### src/rtl/gbsha_fir_pkg.sv
// Shared widths, slot pin map and coefficient rule for the gbsha FIR slot design.
package gbsha_fir_pkg;

  localparam int N_TAPS_DEF     = 2;
  localparam int BW_IN_DEF      = 2;
  localparam int BW_OUT_DEF     = 8;
  localparam int BW_PRODUCT_DEF = 8;
  localparam int BW_SUM_DEF     = 8;

  localparam int CLK_BIT = 0;
  localparam int RST_BIT = 1;
  localparam int X_LSB   = 2;

  // Tap k carries the fixed weight k+1.
  function automatic logic [31:0] coef(input int k);
    return 32'(k + 1);
  endfunction

endpackage

### src/rtl/gbsha_fir_if.sv
// 8-in/8-out user slot pin bundle; the user side reads io_in and drives io_out.
interface gbsha_fir_if;
  logic [7:0] io_in;
  logic [7:0] io_out;

  modport slot (output io_in, input io_out);
  modport user (input io_in, output io_out);
endinterface

### src/rtl/gbsha_fir_core.sv
// Direct-form FIR: delay line, constant-coefficient products and a wrapping sum.
module gbsha_fir_core
  import gbsha_fir_pkg::*;
#(
  parameter int N_TAPS     = N_TAPS_DEF,
  parameter int BW_in      = BW_IN_DEF,
  parameter int BW_out     = BW_OUT_DEF,
  parameter int BW_product = BW_PRODUCT_DEF,
  parameter int BW_sum     = BW_SUM_DEF
) (
  input  logic              clk,
  input  logic              rst,
  input  logic [BW_in-1:0]  x_in,
  output logic [BW_out-1:0] y
);

  logic [BW_in-1:0]  d_q [N_TAPS];
  logic [BW_in-1:0]  d_d [N_TAPS];
  logic [BW_out-1:0] y_q;
  logic [BW_out-1:0] y_d;
  logic [BW_sum-1:0] sum_s;
  logic [31:0]       prod_full_s;

  // Each product wraps at BW_product bits before it enters the BW_sum-bit sum.
  always_comb begin
    sum_s       = '0;
    prod_full_s = 32'd0;
    for (int k = 0; k < N_TAPS; k++) begin
      prod_full_s = coef(k) * 32'(d_q[k]);
      sum_s       = sum_s + BW_sum'(BW_product'(prod_full_s));
    end
  end

  always_comb begin
    for (int k = 0; k < N_TAPS; k++) begin
      if (k == 0) begin
        d_d[k] = x_in;
      end else begin
        d_d[k] = d_q[k-1];
      end
    end
    // Widen first so the output is truncated or zero-extended as widths require.
    y_d = BW_out'(32'(sum_s));
  end

  always_ff @(posedge clk) begin
    if (rst) begin
      for (int k = 0; k < N_TAPS; k++) begin
        d_q[k] <= '0;
      end
      y_q <= '0;
    end else begin
      for (int k = 0; k < N_TAPS; k++) begin
        d_q[k] <= d_d[k];
      end
      y_q <= y_d;
    end
  end

  assign y = y_q;

endmodule

### src/rtl/gbsha_fir_top.sv
// Slot wrapper: maps clk/rst/x_in from io_in and zero-pads the filter output onto io_out.
module gbsha_fir_top
  import gbsha_fir_pkg::*;
#(
  parameter int N_TAPS     = N_TAPS_DEF,
  parameter int BW_in      = BW_IN_DEF,
  parameter int BW_out     = BW_OUT_DEF,
  parameter int BW_product = BW_PRODUCT_DEF,
  parameter int BW_sum     = BW_SUM_DEF
) (
  gbsha_fir_if.user io
);

  logic [BW_out-1:0] y_s;
  logic [7:0]        out_s;
  logic [7:0]        unused_pins_s;

  // Pins above x_in carry no meaning; they are tapped here only to keep them named.
  assign unused_pins_s = io.io_in;

  gbsha_fir_core #(
    .N_TAPS     (N_TAPS),
    .BW_in      (BW_in),
    .BW_out     (BW_out),
    .BW_product (BW_product),
    .BW_sum     (BW_sum)
  ) u_core (
    .clk  (io.io_in[CLK_BIT]),
    .rst  (io.io_in[RST_BIT]),
    .x_in (io.io_in[X_LSB +: BW_in]),
    .y    (y_s)
  );

  always_comb begin
    out_s              = 8'd0;
    out_s[BW_out-1:0]  = y_s;
  end

  assign io.io_out = out_s;

endmodule

### src/flat_wrapper.sv
// flat-port wrapper written by rule: the top's interface ports become plain ports
module gbsha_fir_top_flat import gbsha_fir_pkg::*;
#(
  parameter int N_TAPS     = N_TAPS_DEF,
  parameter int BW_in      = BW_IN_DEF,
  parameter int BW_out     = BW_OUT_DEF,
  parameter int BW_product = BW_PRODUCT_DEF,
  parameter int BW_sum     = BW_SUM_DEF
)
  (io_io_in, io_io_out);
  gbsha_fir_if io_i ();
  input wire logic [$bits(io_i.io_in)-1:0] io_io_in;
  output wire logic [$bits(io_i.io_out)-1:0] io_io_out;
  assign io_i.io_in = io_io_in;
  assign io_io_out = io_i.io_out;
  gbsha_fir_top #(.N_TAPS(N_TAPS), .BW_in(BW_in), .BW_out(BW_out), .BW_product(BW_product), .BW_sum(BW_sum)) u_core (.io(io_i));
endmodule
### config.mk
export PLATFORM = sky130hd
export DESIGN_NAME = gbsha_fir_top_flat
export DESIGN_NICKNAME = d
export VERILOG_FILES = /design/src/rtl/gbsha_fir_pkg.sv /design/src/rtl/gbsha_fir_if.sv /design/src/rtl/gbsha_fir_core.sv /design/src/rtl/gbsha_fir_top.sv /design/src/flat_wrapper.sv
export SDC_FILE = /design/constraint.sdc
export NUM_CORES = 1
export LEC_CHECK = 0
export BUFFER_PORTS_ARGS = -buffer_cell sky130_fd_sc_hd__buf_2
export CORE_AREA = 3 3 40 42
export DETAILED_ROUTE_END_ITERATION = 10
export DIE_AREA = 0 0 43 45
export REMOVE_ABC_BUFFERS = 1
export SLEW_MARGIN = 20
export SYNTH_ARGS = -nofsm -noshare
export SYNTH_HDL_FRONTEND = slang
export SYNTH_SLANG_ARGS = --single-unit
export TNS_END_PERCENT = 20
### constraint.sdc
create_clock -name io_io_in -period 1.2 [get_ports io_io_in]
set_clock_uncertainty 0.1 [all_clocks]
set_input_delay 0.06 -clock io_io_in [delete_from_list [all_inputs] [get_ports io_io_in]]
set_output_delay 0.06 -clock io_io_in [all_outputs]
set_load 0.01 [all_outputs]
After elaboration in Yosys (flattened, before gate mapping)
Memory sizes are Yosys's and may differ from the RTL's.
Index checks and enable logic that the tools add are counted.
- register bits after elaboration: 8
- memory bits (writable): 4
- bits of input ports: 8
- logic and storage cells: 10
- memories kept: 1
- memories (name ; words ; bits a word ; read ports ; clocked after Yosys merged registers in ; wr ports ; RTL line ; RTL):
    u_core.u_core.d_q ; 2 ; 2 ; 2 ; 0 ; 2 ; gbsha_fir_core.sv:17 ; logic [BW_in-1:0] d_q [N_TAPS];
- add/sub/neg operators: 1
- multiplexer cells: 5
- bitwise logic cells: 2
- operator list (operator ; number):
    $add A2 B3 Y4 ; 1
    $mux W2 ; 2
    $mux W1 ; 3
    $or A1 B1 Y1 ; 2

Logic depth before layout (Yosys ltp)
Gate-level depths: netlist of run 1.
- depth after elaboration: 3
- gate-level depth with buffers: 3
- mapped depth without buffers: 3

Least setup slack after synthesis of run 1
No wires, ideal clock.
- path kind: register to register
- start: reg, netlist name u_core.u_core.y[0]
- end: reg u_core.u_core.y_q[2], in the netlist u_core.u_core.y[2]
- library setup time: 114 ps
- arrival time: 841 ps
- slack: 145 ps
- cell stages (with the launch flop): 4
- clock period less this slack: 1055 ps
- path through: dfxtp_1 -> ha_1 -> ha_1 -> nor2b_1
- RTL lines (element ; RTL line ; RTL):
    to (signal assigned) ; gbsha_fir_core.sv:56 ; y_q <= y_d;
    to (decl) ; gbsha_fir_core.sv:19 ; logic [BW_out-1:0] y_q;

==> impl_metrics.tcl, run 1 <==
set metrics [dict create \
    hold-worst-slack_ns -0.214 \
    cts.repair.resized 0 \
    min-delay-start "io_io_in[3]" \
    vias 156 \
    initial_utilization 0.195 \
    cp_num_buf_inv 0 \
    tns_ns 0 \
    cts_hold_buf 0 \
    grt_pass1_vias 227 \
    grt_use_total 0.0627 \
    first_iter_violations 4 \
    routed_wl_um 356 \
    rr_worst_depth 3 \
    row_count 13 \
    cp_slowest_cell "dfxtp_1" \
    drv_slew 0 \
    yosys.area_share.simple 0.175 \
    rsz0062_at_grt "no" \
    hold_end "u_core.u_core.d_q[0][1]" \
    synth_cell_types 5 \
    die-area_mm2 0.00194 \
    dieHeight_um 45 \
    antenna_found_initial 0 \
    grt_max_degree 5 \
    fmax_ghz 0.925 \
    clk_latency_ns 0.24 \
    r2r_slack_ns 0.12 \
    drt.antenna.violating_nets 0 \
    grt_pass1_wl_um 627 \
    period_share 0.901 \
    synth_top_family_by_area "simple AND/OR/NAND/NOR gates" \
    p_per_area_mw_per_mm2 2640 \
    cp_data_arrival_time_ns 1.12 \
    cp_max_fo 2 \
    synth_xor_area_frac 0 \
    maxCapViolations 0 \
    grt_overflow 0 \
    synthCells 22 \
    irDropWorstVdd_mv 1.24 \
    dpl_cell_area_um2 263 \
    slowest_delay_ns 0.31 \
    leakage_nw 0.176 \
    finalSetupViolCount 0 \
    reg2reg_from "u_core.u_core.y[0]" \
    yosysWarnings 0 \
    worstSetupStartpoint "u_core.u_core.y[0]" \
    port_buffers 4 \
    diodes 0 \
    syn_area_um2 250 \
    path_class "flip-flop to flip-flop" \
    viasPerCell 3.32 \
    hold_viol_final 7 \
    worstHoldPathType "clock port to flip-flop" \
    synth-seq-cells 7 \
    yosysSeqAreaShare 0.560 \
    synth_compound_area_frac 0 \
    r2r_end "u_core.u_core.y[2]" \
    ios 16 \
    gp_congestion 0.642 \
    required_ns 1.24 \
    post_cts_buffers 0 \
    cp_common_cell "ha_1" \
    yosys.area_share.adder 0.100 \
    fin_nets 42 \
    stdcell_area_um2 329 \
    cp_top_family "adder cells" \
    fill_cells 136 \
    postSynthAreaPerCell_um2 11.4 \
    synthToLayoutAreaGrowth_pct 31.5 \
    status "finished with violations" \
    holdPathStages 1 \
    muxShareOfSynthArea 0 \
    worstPathCellList "ha_1 > ha_1 > nor2b_1" \
    dr.pass1.iters 2 \
    cp-start-kind "flip-flop" \
    min_period_ns 1.08 \
    routedWlPerCell_um 7.57 \
    cts_tree "done" \
    final_layout_size_suffix_gt1_frac 0.344 \
    endpoint_kind "flip-flop" \
    dieWidth_um 43 \
    core_area_mm2 0.00128 \
    violations "hold timing" \
    clk_pin_slew_ns 0.05 \
    drc_errors 0 \
]
==> registers in the layout, summed over array words and instances, names as in the netlist <==
register,count
u_core.u_core.d_q,3
u_core.u_core.y,4
==> final cells by class <==
| cell class | instances | area (um2) | share of cell area |
|---|---|---|---|
| sequential | 7 | 140 | 0.426 |
| multi-input combinational | 13 | 83.8 | 0.255 |
| tap | 15 | 18.8 | 0.0570 |
| clock buffer | 7 | 48.8 | 0.148 |
| timing repair buffer | 4 | 20.0 | 0.0608 |
| clock inverter | 1 | 17.5 | 0.0532 |
==> cells by family after synthesis <==
kind of cell,Yosys count
AND/OR/NAND/NOR,7
adder cells (fa/ha/maj),2
flip-flops,7
buffers and inverters,5
other,1
==> through the flow <==
step           worst slack, ns  utilization  total power [mW]  std cells  hold WS (ns)
6_report                 0.118        0.256             0.868         47        -0.214
5_1_grt                 0.0636        0.256             0.978         47        -0.198
4_1_cts                  0.109        0.256             0.905         47        -0.221
3_5_place_dp             0.122        0.204             0.341         39       -0.0284
3_3_place_gp             0.134        0.204             0.341         39       -0.0284
2_1_floorplan            0.102            -             0.341         20       -0.0284
==> metal layers <==
metal,global-route usage,routed length (um),up-vias
met4,0.114,4,0
li1,-,-,77
met2,0.0299,159,10
met3,0.147,75,2
met1,0.0219,117,67
met5,0,0,-
==> cell usage in the layout, fill, tap and decap left out <==
cell,n
buf_2,4
bufinv_8,1
clkbuf_1,1
clkbuf_4,6
conb_1,4
dfxtp_1,7
ha_1,2
nor2b_1,7
==> synth_stat cells (all sizes together) <==
library cell  instances  area share
dfxtp                 7        0.56
buf                   5        0.15
nor2b                 7        0.17
ha                    2        0.10
conb                  1       0.015
==> power breakdown <==
part	leakage, nW	total, mW	switching [mW]	internal (mW)
combinational	0.0585	0.00572	0.00572	0
sequential	0.0603	0.261	0	0.261
clock	0.0572	0.602	0.214	0.388
total	0.176	0.868	0.220	0.648
==> how the worst max path moves through the flow <==
stage	end	cells past startpoint	slack, ns
2_1_floorplan	u_core.u_core.y[2]	3	0.10
3_3_place_gp	u_core.u_core.y[2]	3	0.13
3_5_place_dp	u_core.u_core.y[2]	3	0.12
4_1_cts	u_core.u_core.y[2]	3	0.11
5_1_grt	u_core.u_core.y[2]	3	0.06
6_report	u_core.u_core.y[2]	3	0.12
No activity file was read; power rests on OpenSTA's default activity.
==> run 2, diff against run 1 <==
SYNTH_HIERARCHICAL = 1   (was default)
==> run 2 against run 1 <==
Compared with the run above: the run still ends with hold timing left; maximum frequency grew 0.16%; final area is the same; first-iteration DRC count shrank 75%; clock power is essentially flat.
==> impl_metrics.tcl, run 2 <==
set metrics [dict create \
    period_share 0.900 \
    yosysWarnings 6 \
    dp_hpwl_um 216 \
    largest_reg_flops 4 \
    synthArstFlopShare 0 \
    seq_power_share 0.301 \
    ios 16 \
    syn_area_um2 250 \
    worstPathCellList "ha_1 > ha_1 > nor2b_1" \
    grt_use_total 0.0610 \
    cts_hold_buf 0 \
    dpl_cell_area_um2 263 \
    postSynthAreaPerCell_um2 11.4 \
    synth_cell_types 5 \
    fin_cells 47 \
    die-area_mm2 0.00194 \
    cts_tree "done" \
    clk_latency_ns 0.25 \
    dieWidth_um 43 \
    routed_wl_um 341 \
    grt_max_degree 5 \
    r2r_slack_ns 0.12 \
    rsz0062_at_grt "no" \
    grt_overflow 0 \
    intPower_mw 0.648 \
    post_cts_buffers 0 \
    dieHeight_um 45 \
    antenna_found_initial 0 \
    clock_power_share 0.692 \
    drv_slew 0 \
    hold-worst-slack_ns -0.218 \
    viasPerCell 3.30 \
    r2r_end "u_core/u_core/y[2]" \
    cp_slowest_cell "dfxtp_1" \
    required_ns 1.24 \
    synth_area_leader_cell "dfxtp_1" \
    synth_edf_count 0 \
    tns_ns 0 \
    dr.pass1.iters 2 \
    synthCells 22 \
    synth_common_cells "dfxtp_1, nor2b_1, buf_4" \
    irDropWorstVdd_mv 1.09 \
    fin_nets 42 \
    fmax_ghz 0.926 \
    yosysSeqAreaShare 0.560 \
    synth-seq-cells 7 \
    grt_pass1_wl_um 579 \
    drc_errors 0 \
    cts.repair.resized 0 \
    cp_data_arrival_time_ns 1.12 \
    min-delay-start "io_io_in[3]" \
    use_met3 0.175 \
    pre_cts_ws_ns 0.128 \
    port_buffers 4 \
    slowest_delay_ns 0.30 \
    initial_utilization 0.195 \
    p_sw_frac 0.251 \
    diodes 0 \
    hold_viol_final 7 \
    cp-start-kind "flip-flop" \
    cp_common_cell "ha_1" \
    synthToLayoutAreaGrowth_pct 31.5 \
    path_class "flip-flop to flip-flop" \
    finalSetupViolCount 0 \
    clk_pin_slew_ns 0.05 \
    stdcell_area_um2 329 \
    gp_congestion 0.669 \
    reg2reg_from "u_core/u_core/y[0]" \
    hold_end "u_core/u_core/d_q[0][1]" \
    min_period_ns 1.08 \
    first_iter_violations 1 \
    top_usage_layer "met3" \
    grt_pass1_vias 199 \
    drt.antenna.violating_nets 0 \
    core_area_mm2 0.00128 \
    synth_area_leaders "dfxtp_1, nor2b_1, buf_4" \
    cp_max_fo 2 \
    use_met1 0.0195 \
    leakage_nw 0.176 \
    holdPathStages 1 \
    status "finished with violations" \
    p_per_area_mw_per_mm2 2630 \
    row_count 13 \
    share_comb_of_total_power 0.007 \
    vias 155 \
    met2_usage 0.0299 \
    power_mw 0.866 \
    net-switching-power_mw 0.218 \
    place_inst 39 \
    violations "hold timing" \
    rr_worst_depth 3 \
    setup_slack_ns 0.120 \
    routedWlPerCell_um 7.26 \
    final_layout_size_suffix_gt1_frac 0.344 \
    post-route-util 0.256 \
    endpoint_kind "flip-flop" \
    ys.flop_type "dfxtp_1" \
    synth_top_area_frac 0.560 \
    layout_common_cells "nor2b_1, dfxtp_1, clkbuf_4" \
    maxCapViolations 0 \
    worstHoldPathType "clock port to flip-flop" \
]
## run 2: cell counts in the layout (fill, tap and decap cells not counted)
No cell type changed its count.
## run 2: cell families after synthesis
family                   synth area share
buffers and inverters               0.150
flip-flops                          0.560
AND/OR/NAND/NOR                     0.175
adder cells (fa/ha/maj)             0.100
other                              0.0150
## run 2: worst max-delay path by stage
stage,start,endpoint,cells after the start
final,u_core/u_core/y[0],u_core/u_core/y[2],3
after global routing,u_core/u_core/y[0],u_core/u_core/y[2],3
after CTS,u_core/u_core/y[0],u_core/u_core/y[2],3
after detailed placement,u_core/u_core/y[0],u_core/u_core/y[2],3
after global placement,u_core/u_core/y[0],u_core/u_core/y[2],3
after floorplan,u_core/u_core/y[0],u_core/u_core/y[2],3
## run 2: cell type report
type	instances	area, um2
Clock buffer	7	48.8
Timing Repair Buffer	4	20.0
Fill cell	136	956
Clock inverter	1	17.5
Sequential cell	7	140
Multi-Input combinational cell	13	83.8
Tap cell	15	18.8
## run 2: worst max-delay path, delay by kind of cell (launching register included)
family | cells | cell delay (ns)
flops | 1 | 0.30
simple gates | 1 | 0.12
fa+ha+maj | 2 | 0.45
## run 2: power groups by stage
stage / Clock, mW / Sequential, mW / Combinational, mW
6_report: 0.600 / 0.261 / 0.00571
5_1_grt: 0.714 / 0.260 / 0.00650
4_1_cts: 0.630 / 0.260 / 0.00540
3_5_place_dp: 0.0678 / 0.267 / 0.00540
3_3_place_gp: 0.0678 / 0.267 / 0.00540
2_1_floorplan: 0.0678 / 0.267 / 0.00540
## run 2: layer usage
layer | wire (um) | vias up
met5 | 0 | -
met4 | 5 | 0
met3 | 106 | 2
met2 | 134 | 17
met1 | 94 | 59
li1 | - | 77
==> run 3, diff against run 2 <==
clock period = 1.1 ns   (was 1.2 ns; I/O delays follow)
==> run 3 against run 2 <==
Compared with the run above: the flow still finishes with violations (hold timing); count of clock-buffer cells in the layout stayed put; sequential share of layout area fell by 1.4 points; hold slack is essentially flat.
==> impl_metrics.tcl, run 3 (same netlist as run 2, synthesis figures left out) <==
set metrics [dict create \
    antenna_found_initial 0 \
    finalSetupViolCount 0 \
    largest_reg_flops 4 \
    hold-worst-slack_ns -0.219 \
    drc_errors 0 \
    drv_slew 0 \
    post-route-util 0.270 \
    cp_max_fo 2 \
    row_count 13 \
    grt_pass1_vias 199 \
    dieHeight_um 45 \
    fin_nets 42 \
    final_layout_size_suffix_gt1_frac 0.469 \
    maxCapViolations 0 \
    min_period_ns 1.05 \
    r2r_slack_ns 0.05 \
    dp_hpwl_um 216 \
    setup_slack_ns 0.0531 \
    core_area_mm2 0.00128 \
    die-area_mm2 0.00194 \
    p_per_area_mw_per_mm2 2730 \
    top_usage_layer "met3" \
    gp_congestion 0.669 \
    rr_worst_depth 3 \
    endpoint_kind "flip-flop" \
    grt_use_total 0.0610 \
    drt.antenna.violating_nets 0 \
    port_buffers 4 \
    hold_viol_final 7 \
    fill_cells 135 \
    first_iter_violations 1 \
    dpl_cell_area_um2 263 \
    cp-start-kind "flip-flop" \
    grt_overflow 0 \
    required_ns 1.14 \
    multiInputGateArea_um2 98.8 \
    clk_pin_slew_ns 0.05 \
    dieWidth_um 43 \
    cp_data_arrival_time_ns 1.09 \
    path_class "flip-flop to flip-flop" \
    reg2reg_from "u_core/u_core/y[0]" \
    irDropWorstVdd_mv 1.21 \
    dr.pass1.iters 2 \
    r2r_end "u_core/u_core/y[2]" \
    routed_wl_um 361 \
    pre_cts_ws_ns 0.0276 \
    violations "hold timing" \
    worstHoldPathType "clock port to flip-flop" \
    period_share 0.952 \
    final-seq-area_um2 143 \
    worstSetupStartpoint "u_core/u_core/y[0]" \
    clk_latency_ns 0.25 \
    use_met1 0.0195 \
    routedWlPerCell_um 7.68 \
    rsz0062_at_grt "no" \
    stdcell_area_um2 347 \
    mostFrequentLayoutCell "nor2b_1" \
    status "finished with violations" \
    grt_max_degree 5 \
    ios 16 \
    grt_pass1_wl_um 579 \
    vias 157 \
    fmax_ghz 0.955 \
    use_met3 0.175 \
    cts_tree "done" \
    met2_usage 0.0299 \
    initial_utilization 0.195 \
    crit_path_end "u_core/u_core/y[2]" \
    viasPerCell 3.34 \
    layout_common_cells "nor2b_1, clkbuf_4, dfxtp_1" \
    synthToLayoutAreaGrowth_pct 38.5 \
    tns_ns 0 \
    leakage_nw 0.171 \
    diodes 0 \
]
## run 3: stage by stage
stage / power (mW) / std cells / hold slack [ns]
after global routing: 1.07 / 47 / -0.208
after CTS: 0.977 / 47 / -0.225
final: 0.946 / 47 / -0.219
after floorplan: 0.372 / 20 / -0.0284
after detailed placement: 0.372 / 39 / -0.0284
after global placement: 0.372 / 39 / -0.0284
## run 3: layout make-up
type	instances	area share
Tap cell	15	0.0542
Clock inverter	1	0.0505
Multi-Input combinational cell	13	0.285
Timing Repair Buffer	4	0.0578
Sequential cell	7	0.412
Clock buffer	7	0.141
## run 3: metal layers
| metal | wire length (um) | part of all wire | vias up |
|---|---|---|---|
| met5 | 0 | 0 | - |
| met4 | 5 | 0.014 | 0 |
| met3 | 106 | 0.29 | 2 |
| met2 | 150 | 0.42 | 17 |
| met1 | 98 | 0.27 | 61 |
| li1 | - | - | 77 |
## run 3: worst min-delay path by stage
stage | to | depth (start not counted) | slack [ns] | startpoint
finish | u_core/u_core/d_q[0][1] | 1 | -0.22 | io_io_in[3]
global route | u_core/u_core/d_q[0][0] | 1 | -0.21 | io_io_in[2]
CTS | u_core/u_core/d_q[0][1] | 1 | -0.23 | io_io_in[3]
detailed placement | u_core/u_core/d_q[0][0] | 1 | -0.03 | io_io_in[1]
global placement | u_core/u_core/d_q[0][0] | 1 | -0.03 | io_io_in[1]
floorplan | u_core/u_core/d_q[0][0] | 1 | -0.03 | io_io_in[1]
## run 3: what timing repair did
item,in CTS,in global routing
hold buffers,0,0
endpoints found under the setup margin,0,2
resized for setup,0,4
buffers inserted,0,0
## run 3: report_power, final
part / total (mW) / leakage, nW / switching (mW) / internal [mW]
logic: 0.00623 / 0.0523 / 0.00623 / 0
registers: 0.284 / 0.0613 / 0 / 0.284
clock network: 0.655 / 0.0572 / 0.232 / 0.423
## run 3: worst max-delay path, stage by stage, from the launching register on
cell,delay (ns)
dfxtp_2,0.31
ha_2,0.19
ha_4,0.22
nor2b_1,0.11
